$ cat config.mk
export PLATFORM = sky130hd
export DESIGN_NAME = button_conditioner
export DESIGN_NICKNAME = d
export VERILOG_FILES = /design/src/rtl/simple_proc_pkg.sv /design/src/rtl/button_debounce_one.sv /design/src/rtl/button_conditioner.sv
export SDC_FILE = /design/constraint.sdc
export NUM_CORES = 1
export LEC_CHECK = 0
export ABC_AREA = 1
export CAP_MARGIN = 10
export CELL_PAD_IN_SITES_DETAIL_PLACEMENT = 2
export CELL_PAD_IN_SITES_GLOBAL_PLACEMENT = 2
export CORE_MARGIN = 2
export CORE_UTILIZATION = 37
export CTS_CLUSTER_SIZE = 30
export DETAILED_ROUTE_END_ITERATION = 12
export PLACE_DENSITY_LB_ADDON = 0.2
export SYNTH_ARGS = -nofsm -noshare
export SYNTH_HDL_FRONTEND = slang
export SYNTH_SLANG_ARGS = --single-unit
export TNS_END_PERCENT = 1
$ cat constraint.sdc
create_clock -name CLK100MHZ -period 2.66 [get_ports CLK100MHZ]
set_input_delay 0.532 -clock CLK100MHZ [delete_from_list [all_inputs] [get_ports CLK100MHZ]]
set_output_delay 0.532 -clock CLK100MHZ [all_outputs]
set_load 0.02 [all_outputs]
$ cat src/rtl/simple_proc_pkg.sv
// Shared types and constants for the simple_microprocessor front end.
package simple_proc_pkg;

  // Per-button debounce FSM states
  typedef enum logic [1:0] {
    IDLE      = 2'd0,
    WAIT_HIGH = 2'd1,
    PRESSED   = 2'd2,
    WAIT_LOW  = 2'd3
  } db_state_t;

  // Basys3 push-button bit positions within btn_raw
  localparam int BTN_C = 0;
  localparam int BTN_U = 1;
  localparam int BTN_L = 2;
  localparam int BTN_R = 3;
  localparam int BTN_D = 4;

endpackage

$ cat src/rtl/button_debounce_one.sv
// One button channel: 2-FF synchronizer, debounce FSM with stability
// counter, and registered level / press / release outputs.
module button_debounce_one
  import simple_proc_pkg::*;
#(
  parameter int DB_CYCLES = 1_000_000,
  parameter int CNT_W     = $clog2(DB_CYCLES)
) (
  input  logic clk,
  input  logic rst,
  input  logic raw,
  output logic level,
  output logic press,
  output logic rel
);

  localparam logic [CNT_W-1:0] CNT_LAST = CNT_W'(DB_CYCLES - 1);

  logic             sync_p0;
  logic             sync_p1;
  db_state_t        state;
  db_state_t        state_nxt;
  logic [CNT_W-1:0] cnt;
  logic [CNT_W-1:0] cnt_nxt;
  logic             level_nxt;
  logic             press_nxt;
  logic             rel_nxt;

  // Bring the asynchronous button into the clock domain
  always_ff @(posedge clk) begin
    if (rst) begin
      sync_p0 <= 1'b0;
      sync_p1 <= 1'b0;
    end else begin
      sync_p0 <= raw;
      sync_p1 <= sync_p0;
    end
  end

  // State, stability counter and registered outputs
  always_ff @(posedge clk) begin
    if (rst) begin
      state <= IDLE;
      cnt   <= '0;
      level <= 1'b0;
      press <= 1'b0;
      rel   <= 1'b0;
    end else begin
      state <= state_nxt;
      cnt   <= cnt_nxt;
      level <= level_nxt;
      press <= press_nxt;
      rel   <= rel_nxt;
    end
  end

  // Next state: a change is accepted only after DB_CYCLES stable samples
  always_comb begin
    state_nxt = state;
    cnt_nxt   = cnt;
    unique case (state)
      IDLE: begin
        if (sync_p1) begin
          state_nxt = WAIT_HIGH;
          cnt_nxt   = '0;
        end
      end
      WAIT_HIGH: begin
        if (!sync_p1)             state_nxt = IDLE;
        else if (cnt == CNT_LAST) state_nxt = PRESSED;
        else                      cnt_nxt   = cnt + CNT_W'(1);
      end
      PRESSED: begin
        if (!sync_p1) begin
          state_nxt = WAIT_LOW;
          cnt_nxt   = '0;
        end
      end
      WAIT_LOW: begin
        if (sync_p1)              state_nxt = PRESSED;
        else if (cnt == CNT_LAST) state_nxt = IDLE;
        else                      cnt_nxt   = cnt + CNT_W'(1);
      end
      default: state_nxt = IDLE;
    endcase
  end

  // Outputs decoded from the transition being taken, so they register with it
  always_comb begin
    level_nxt = (state_nxt == PRESSED) || (state_nxt == WAIT_LOW);
    press_nxt = (state == WAIT_HIGH) && (state_nxt == PRESSED);
    rel_nxt   = (state == WAIT_LOW) && (state_nxt == IDLE);
  end

endmodule

$ cat src/rtl/button_conditioner.sv
// Conditions the five Basys3 push buttons: N_BTN independent debounce
// channels, each giving a clean level and one-cycle press/release pulses.
module button_conditioner
  import simple_proc_pkg::*;
#(
  parameter int N_BTN     = 5,
  parameter int DB_CYCLES = 1_000_000
) (
  input  logic             CLK100MHZ,
  input  logic             rst,
  input  logic [N_BTN-1:0] btn_raw,
  output logic [N_BTN-1:0] btn_level,
  output logic [N_BTN-1:0] btn_press,
  output logic [N_BTN-1:0] btn_release
);

  localparam int CNT_W = $clog2(DB_CYCLES);

  for (genvar i = 0; i < N_BTN; i++) begin : g_btn
    button_debounce_one #(
      .DB_CYCLES (DB_CYCLES),
      .CNT_W     (CNT_W)
    ) u_db (
      .clk   (CLK100MHZ),
      .rst   (rst),
      .raw   (btn_raw[i]),
      .level (btn_level[i]),
      .press (btn_press[i]),
      .rel   (btn_release[i])
    );
  end

endmodule

==> flow_summary.ini, run 1 <==
[setup_path]
r2r_end = g_btn[3].u_db.cnt[3]$_SDFFE_PP0P_
ff2ff_setup_slack_ns = 0.53
worstSetupEndpointType = flip-flop
rr_startpoint = g_btn[3].u_db.cnt[0]$_SDFFE_PP0P_
crit_start = g_btn[3].u_db.cnt[0]$_SDFFE_PP0P_
r2r.worst_path.cells = 9
cp.required_ns = 3.03
criticalPathCategory = flip-flop to flip-flop
crit_arrival_ns = 2.50
start_kind = flip-flop
path_max_fanout = 17

[grt]
antenna_found_initial = 0
overflow = 0
grt_pass1_wl_um = 40990
grt_max_degree = 55
grt_use_total_pct = 23.68
grt_pass1_vias = 7980

[synthesis]
ys_seq_area_share_pct = 36.19
ys_ff_latch = 135
syn-cell-area_mm2 = 0.007468
synth_nets = 1150
synthCells = 1138
synth.avg_cell_area_um2 = 6.563
yosysTopAreaCellShare_pct = 36.19
synth_cell_types = 40
yosysWarnings = 0
yosys-top-cells-area = dfxtp_1 36%, nand2_1 15%, nor2_1 11%
yosys.area.top_type = dfxtp_1

[sta]
finalCriticalPeriod_ns = 2.130
worst_slew_pin_slew_ns = 0.6705
hold_violations = 0
rsz0062_at_grt = false
drv_slew = 0
skew_ns = 0.007795
clock.fmax_mhz = 469.5
slew_headroom_pct = 55.30
finalSetupViolCount = 0
timing.final.ws_setup_ns = 0.5301
holdWs_ns = 0.4114
layout_worst_path_cycle_share_pct = 80.07
setup_tns_ns = 0

[hold_path]
hold_depth = 2
hp-start = g_btn[0].u_db.sync_p0$_SDFF_PP0_
holdCritPathClass = flip-flop to flip-flop
worstHoldEndpoint = g_btn[0].u_db.sync_p1$_SDFF_PP0_

[placed_design]
dp_slack_ns = 0.6527
port_buffers = 21
dp_cells = 1384
gp_congestion = 0.7654
hpwl_um = 15810

[clock_tree]
root_buffer = clkbuf_16
clockBufferDepth = 2
cts_made_buffers = 17
cts_resized = 0
clkTransAtPathRegs_ns = 0.06
cts.sinks = 135
ctsHoldBuffers = 0
cts_tree = built
cts_setup_buffers = 0
clk_latency_ns = 0.43
h-tree-depth = 4

[floorplanning]
ioPinCount = 22
dieArea_mm2 = 0.02134
initial_core_util_pct = 38.00
core_area_mm2 = 0.01965
dieHeight_um = 146.1
die_w_um = 146.1
std_cell_rows = 51

[detailed_routing]
wl_per_cell_um = 17.06
via_per_inst = 5.064
antenna_left = 0
drt_iter0_markers = 209
vias = 7171
dr.pass1.iters = 4
drc_errors = 0
drt-total-wl_um = 24160

[pwr]
ir_drop_uv = 385.6
p_leak_nw = 2.973
p_per_area_mw_per_mm2 = 577.3

[layout]
fill_cells = 2431
final_nets = 1150
syn_to_final_growth_pct = 11.56
drive_above_1_share_pct = 9.209
stdcell_count = 1416
antenna_cells = 0

[outcome]
status = finished, final reports clean

[run]
cap_violations = 0
## layer usage
layer  up-vias  routed length, µm  global-route usage, %
met1      3568              10750                  28.22
met2        56              12610                  43.61
li1       3519                  -                      -
met5         -                  0                      0
met3        28                450                  4.156
met4         0                340                  6.650
## area by class of cell
cell class	instances	area [µm²]	area share (%)
Sequential cell	135	2703	32.44
Multi-Input combinational cell	808	3854	46.25
Inverter	151	571.8	6.863
Clock buffer	22	494.2	5.932
Timing Repair Buffer	25	235.2	2.823
Clock inverter	10	142.6	1.712
Tap cell	265	331.6	3.980
## kinds of logic after synthesis
group / after synthesis / share of synthesized area [%]
AOI/OAI and AO/OA: 79 / 6.349
xor gates and xnor gates: 19 / 2.530
adders and majority gates: 5 / 0.8377
buffers and inverters: 195 / 12.21
DFF: 135 / 36.19
and+or+nand+nor: 705 / 41.88
## power breakdown
group	internal, mW	switching (mW)
combinational	0.0428	0.129
sequential	2.04	0.0164
clock	1.60	0.982
## critical path: stages, from the launching register on
cell and delay (ns):
dfxtp_1 0.39, ha_1 0.23, nand3_2 0.16, nor2_1 0.19, nand3_2 0.32, nand2_4 0.33, inv_2 0.14, nand2_1 0.09
nand2_1 0.06, nor2_1 0.15
## per-stage QoR
step / cell area, µm² / total power, mW / util [%]
floorplan: 7468 / 2.226 / -
global placement: 7695 / 2.262 / 39.15
detailed placement: 7695 / 2.272 / 39.15
CTS: 8332 / 4.864 / 42.39
global route: 8332 / 4.971 / 42.39
finish: 8332 / 4.810 / 42.39
## synthesized netlist by cell type (all sizes together)
library cell	number
a21oi	43
or2	6
o21bai	11
dfxtp	135
inv	150
clkbuf	4
o21ai	15
nand4	25
nor3	28
a211oi	10
nand3	77
nor3b	2
nor2	242
clkinv	1
nand2	314
nand3b	7
xnor2	1
ha	5
buf	40
nor4	4
xor2	18
## state kept, by name, summed over array words and instances, names as in the netlist
signal              flops
g_btn.u_db.sync_p1      5
g_btn.u_db.sync_p0      5
g_btn.u_db.rel          5
g_btn.u_db.cnt        100
g_btn.u_db.level        5
g_btn.u_db.state       10
g_btn.u_db.press        5
## placed cells by master, fill, tap and decap left out, types with 2 or more instances in the layout
cell | netlist | routed
ha_1 | 5 | 5
or2_2 | 5 | 5
nor2_2 | 16 | 16
inv_1 | 141 | 141
clkinv_4 | 0 | 2
inv_4 | 2 | 2
a21oi_2 | 7 | 7
clkbuf_16 | 0 | 17
nor2_1 | 224 | 224
xor2_2 | 3 | 3
bufinv_16 | 0 | 3
nand3_1 | 67 | 67
nand2_2 | 5 | 5
xor2_1 | 15 | 15
nor3b_1 | 2 | 2
nand4_1 | 25 | 25
o21ai_1 | 8 | 8
nand2_4 | 5 | 5
clkinvlp_4 | 0 | 4
buf_4 | 17 | 4
dfxtp_1 | 135 | 135
nor3_2 | 5 | 5
a211oi_1 | 10 | 10
clkdlybuf4s50_1 | 0 | 20
nand3b_1 | 7 | 7
o21bai_1 | 11 | 11
clkbuf_8 | 0 | 5
nand2_1 | 303 | 303
nor2_4 | 2 | 2
o21ai_0 | 7 | 7
a21oi_1 | 36 | 36
nand3_4 | 4 | 4
nand3_2 | 6 | 6
nor4_1 | 4 | 4
inv_2 | 7 | 7
nor3_1 | 23 | 23
## worst max-delay path by stage
stage                                          to  slack, ns  cells past startpoint
2_1_floorplan  g_btn[1].u_db.cnt[17]$_SDFFE_PP0P_       1.09                      9
3_3_place_gp    g_btn[3].u_db.cnt[3]$_SDFFE_PP0P_       0.73                     10
3_5_place_dp    g_btn[3].u_db.cnt[3]$_SDFFE_PP0P_       0.65                     10
4_1_cts         g_btn[3].u_db.cnt[3]$_SDFFE_PP0P_       0.52                      9
5_1_grt         g_btn[3].u_db.cnt[3]$_SDFFE_PP0P_       0.31                      9
6_report        g_btn[3].u_db.cnt[3]$_SDFFE_PP0P_       0.53                      9
Note: power is estimated with default switching activity, not from simulation.
==> run 2: changes to the inputs <==
--- a/config.mk
+++ b/config.mk
@@ -10,7 +10,7 @@
 export CELL_PAD_IN_SITES_DETAIL_PLACEMENT = 2
 export CELL_PAD_IN_SITES_GLOBAL_PLACEMENT = 2
 export CORE_MARGIN = 2
-export CORE_UTILIZATION = 37
+export CORE_UTILIZATION = 35
 export CTS_CLUSTER_SIZE = 30
 export DETAILED_ROUTE_END_ITERATION = 12
 export PLACE_DENSITY_LB_ADDON = 0.2
==> constraint.sdc (replaced) <==
create_clock -name CLK100MHZ -period 2.1 [get_ports CLK100MHZ]
set_input_delay 0.42 -clock CLK100MHZ [delete_from_list [all_inputs] [get_ports CLK100MHZ]]
set_output_delay 0.42 -clock CLK100MHZ [all_outputs]
set_load 0.02 [all_outputs]
==> run 2 against run 1 <==
Against the previous run: global-route usage shrank 3.0 points; routed wire length shrank 9.9%; sequential share of layout area grew 0.16 points; die area grew 5.6%; sequential cell count is the same; critical endpoint is now g_btn[1].u_db.cnt[18]$_SDFFE_PP0P_; largest cell class unchanged.
==> flow_summary.ini, run 2 (same netlist as run 1, synthesis figures left out) <==
[detailed_routing]
wl_per_cell_um = 15.21
via_per_inst = 4.911
antenna_left = 0
drt_iter0_markers = 220
drc_errors = 0
drt-total-wl_um = 21760
vias = 7027
dr.pass1.iters = 4

[sta]
hold_violations = 0
finalCriticalPeriod_ns = 1.889
finalSetupViolCount = 0
drv_slew = 0
setup_tns_ns = 0
clock.fmax_mhz = 529.3
layout_worst_path_cycle_share_pct = 89.96
rsz0062_at_grt = false
worst_slew_pin_slew_ns = 0.5290
skew_ns = 0.008719
slew_headroom_pct = 64.70

[layout]
syn_to_final_growth_pct = 11.02
top_register = g_btn.u_db.cnt
top_regs = g_btn.u_db.cnt (100), g_btn.u_db.state (10)
final_common_cell = nand2_1
largest_register_ffs = 100
final_core_util_pct = 39.57
stdcell_count = 1431
mostFrequentLayoutCells = 303 x nand2_1, 224 x nor2_1, 141 x inv_1
drive_above_1_share_pct = 9.516
antenna_cells = 0
final_nets = 1155

[clock_tree]
cts.sinks = 135
clkTransAtPathRegs_ns = 0.07
clk_latency_ns = 0.44
cts_setup_buffers = 0
h-tree-depth = 4
cts_made_buffers = 17
cts_tree = built
ctsHoldBuffers = 0
clockBufferDepth = 2
cts_resized = 0
root_buffer = clkbuf_16

[setup_path]
cp.required_ns = 2.48
criticalPathCategory = flip-flop to flip-flop
path_max_fanout = 17
rr_startpoint = g_btn[1].u_db.cnt[0]$_SDFFE_PP0P_
crit_start = g_btn[1].u_db.cnt[0]$_SDFFE_PP0P_
start_kind = flip-flop
worstSetupEndpointType = flip-flop
crit_arrival_ns = 2.27

[run]
cap_violations = 0

[grt]
antenna_found_initial = 0
grt_max_degree = 31
grt_pass1_wl_um = 37220
grt_use_total_pct = 20.73
overflow = 0
grt_pass1_vias = 7570

[floorplanning]
dieArea_mm2 = 0.02252
ioPinCount = 22
core_area_mm2 = 0.02096
initial_core_util_pct = 35.64
dieHeight_um = 150.1
std_cell_rows = 53
die_w_um = 150.1

[hold_path]
holdCritPathClass = flip-flop to flip-flop
hp-start = g_btn[0].u_db.sync_p0$_SDFF_PP0_

[pwr]
p_per_area_mw_per_mm2 = 686.1
p_leak_nw = 2.955
ir_drop_uv = 506.6

[outcome]
status = finished, final reports clean

[placed_design]
port_buffers = 21
hpwl_um = 15420
gp_congestion = 0.7430
dp_cells = 1399
[run 2: cell types whose count changed in the layout (fill, tap and decap cells not counted)]
cell / before / now
bufinv_16: 3 / 0
buf_4: 4 / 9
clkbuf_8: 5 / 0
inv_8: 0 / 1
clkinv_4: 2 / 4
clkinvlp_4: 4 / 3
inv_6: 0 / 5
clkbuf_1: 0 / 1
[run 2: critical path: stages, from the launching register on]
cell and delay (ns):
dfxtp_1 0.41, ha_1 0.22, nand3_1 0.16, nor2_1 0.23
nand3_4 0.25, nand2_8 0.21, inv_4 0.10, nand2_1 0.10
nor2_1 0.05, nor2_1 0.08
[run 2: power by group]
| group | switching (mW) | leakage [nW] | internal, mW |
|---|---|---|---|
| Combinational | 0.162 | 1.60 | 0.0574 |
| Clock | 1.33 | 0.260 | 1.54 |
| Sequential | 0.0184 | 1.09 | 2.58 |
[run 2: worst paths after layout]
kind / to / slack (ns) / cells past startpoint
max: g_btn[1].u_db.cnt[18]$_SDFFE_PP0P_ / 0.21 / 9
min: g_btn[0].u_db.sync_p1$_SDFF_PP0_ / 0.41 / 2
max reg2reg: g_btn[1].u_db.cnt[18]$_SDFFE_PP0P_ / 0.21 / 9
min reg2reg: g_btn[0].u_db.sync_p1$_SDFF_PP0_ / 0.41 / 2
[run 2: per-stage QoR]
step / setup slack (ns) / total power [mW] / instance area, µm² / hold WS [ns]
2_1_floorplan: 0.5313 / 2.820 / 7468 / 0.3883
3_3_place_gp: 0.2984 / 2.873 / 7745 / 0.3893
3_5_place_dp: 0.2095 / 2.880 / 7745 / 0.4051
4_1_cts: 0.1834 / 5.771 / 8292 / 0.4149
5_1_grt: 0.03298 / 5.911 / 8292 / 0.4415
6_report: 0.2109 / 5.689 / 8292 / 0.4093
[run 2: layout make-up]
| cell class | count | area, µm² |
|---|---|---|
| Fill cell | 2642 | 12660 |
| Multi-Input combinational cell | 808 | 3854 |
| Sequential cell | 135 | 2703 |
| Inverter | 151 | 571.8 |
| Clock buffer | 18 | 429.2 |
| Tap cell | 275 | 344.1 |
| Timing Repair Buffer | 30 | 272.8 |
| Clock inverter | 14 | 117.6 |
[run 2: metal layers]
| layer | GRT usage, % | routed length, µm | vias to the layer above |
|---|---|---|---|
| met5 | 0 | 0 | - |
| met3 | 3.384 | 397 | 17 |
| met1 | 25.57 | 10230 | 3426 |
| met4 | 5.660 | 242 | 0 |
| met2 | 37.19 | 10890 | 43 |
| li1 | - | - | 3541 |
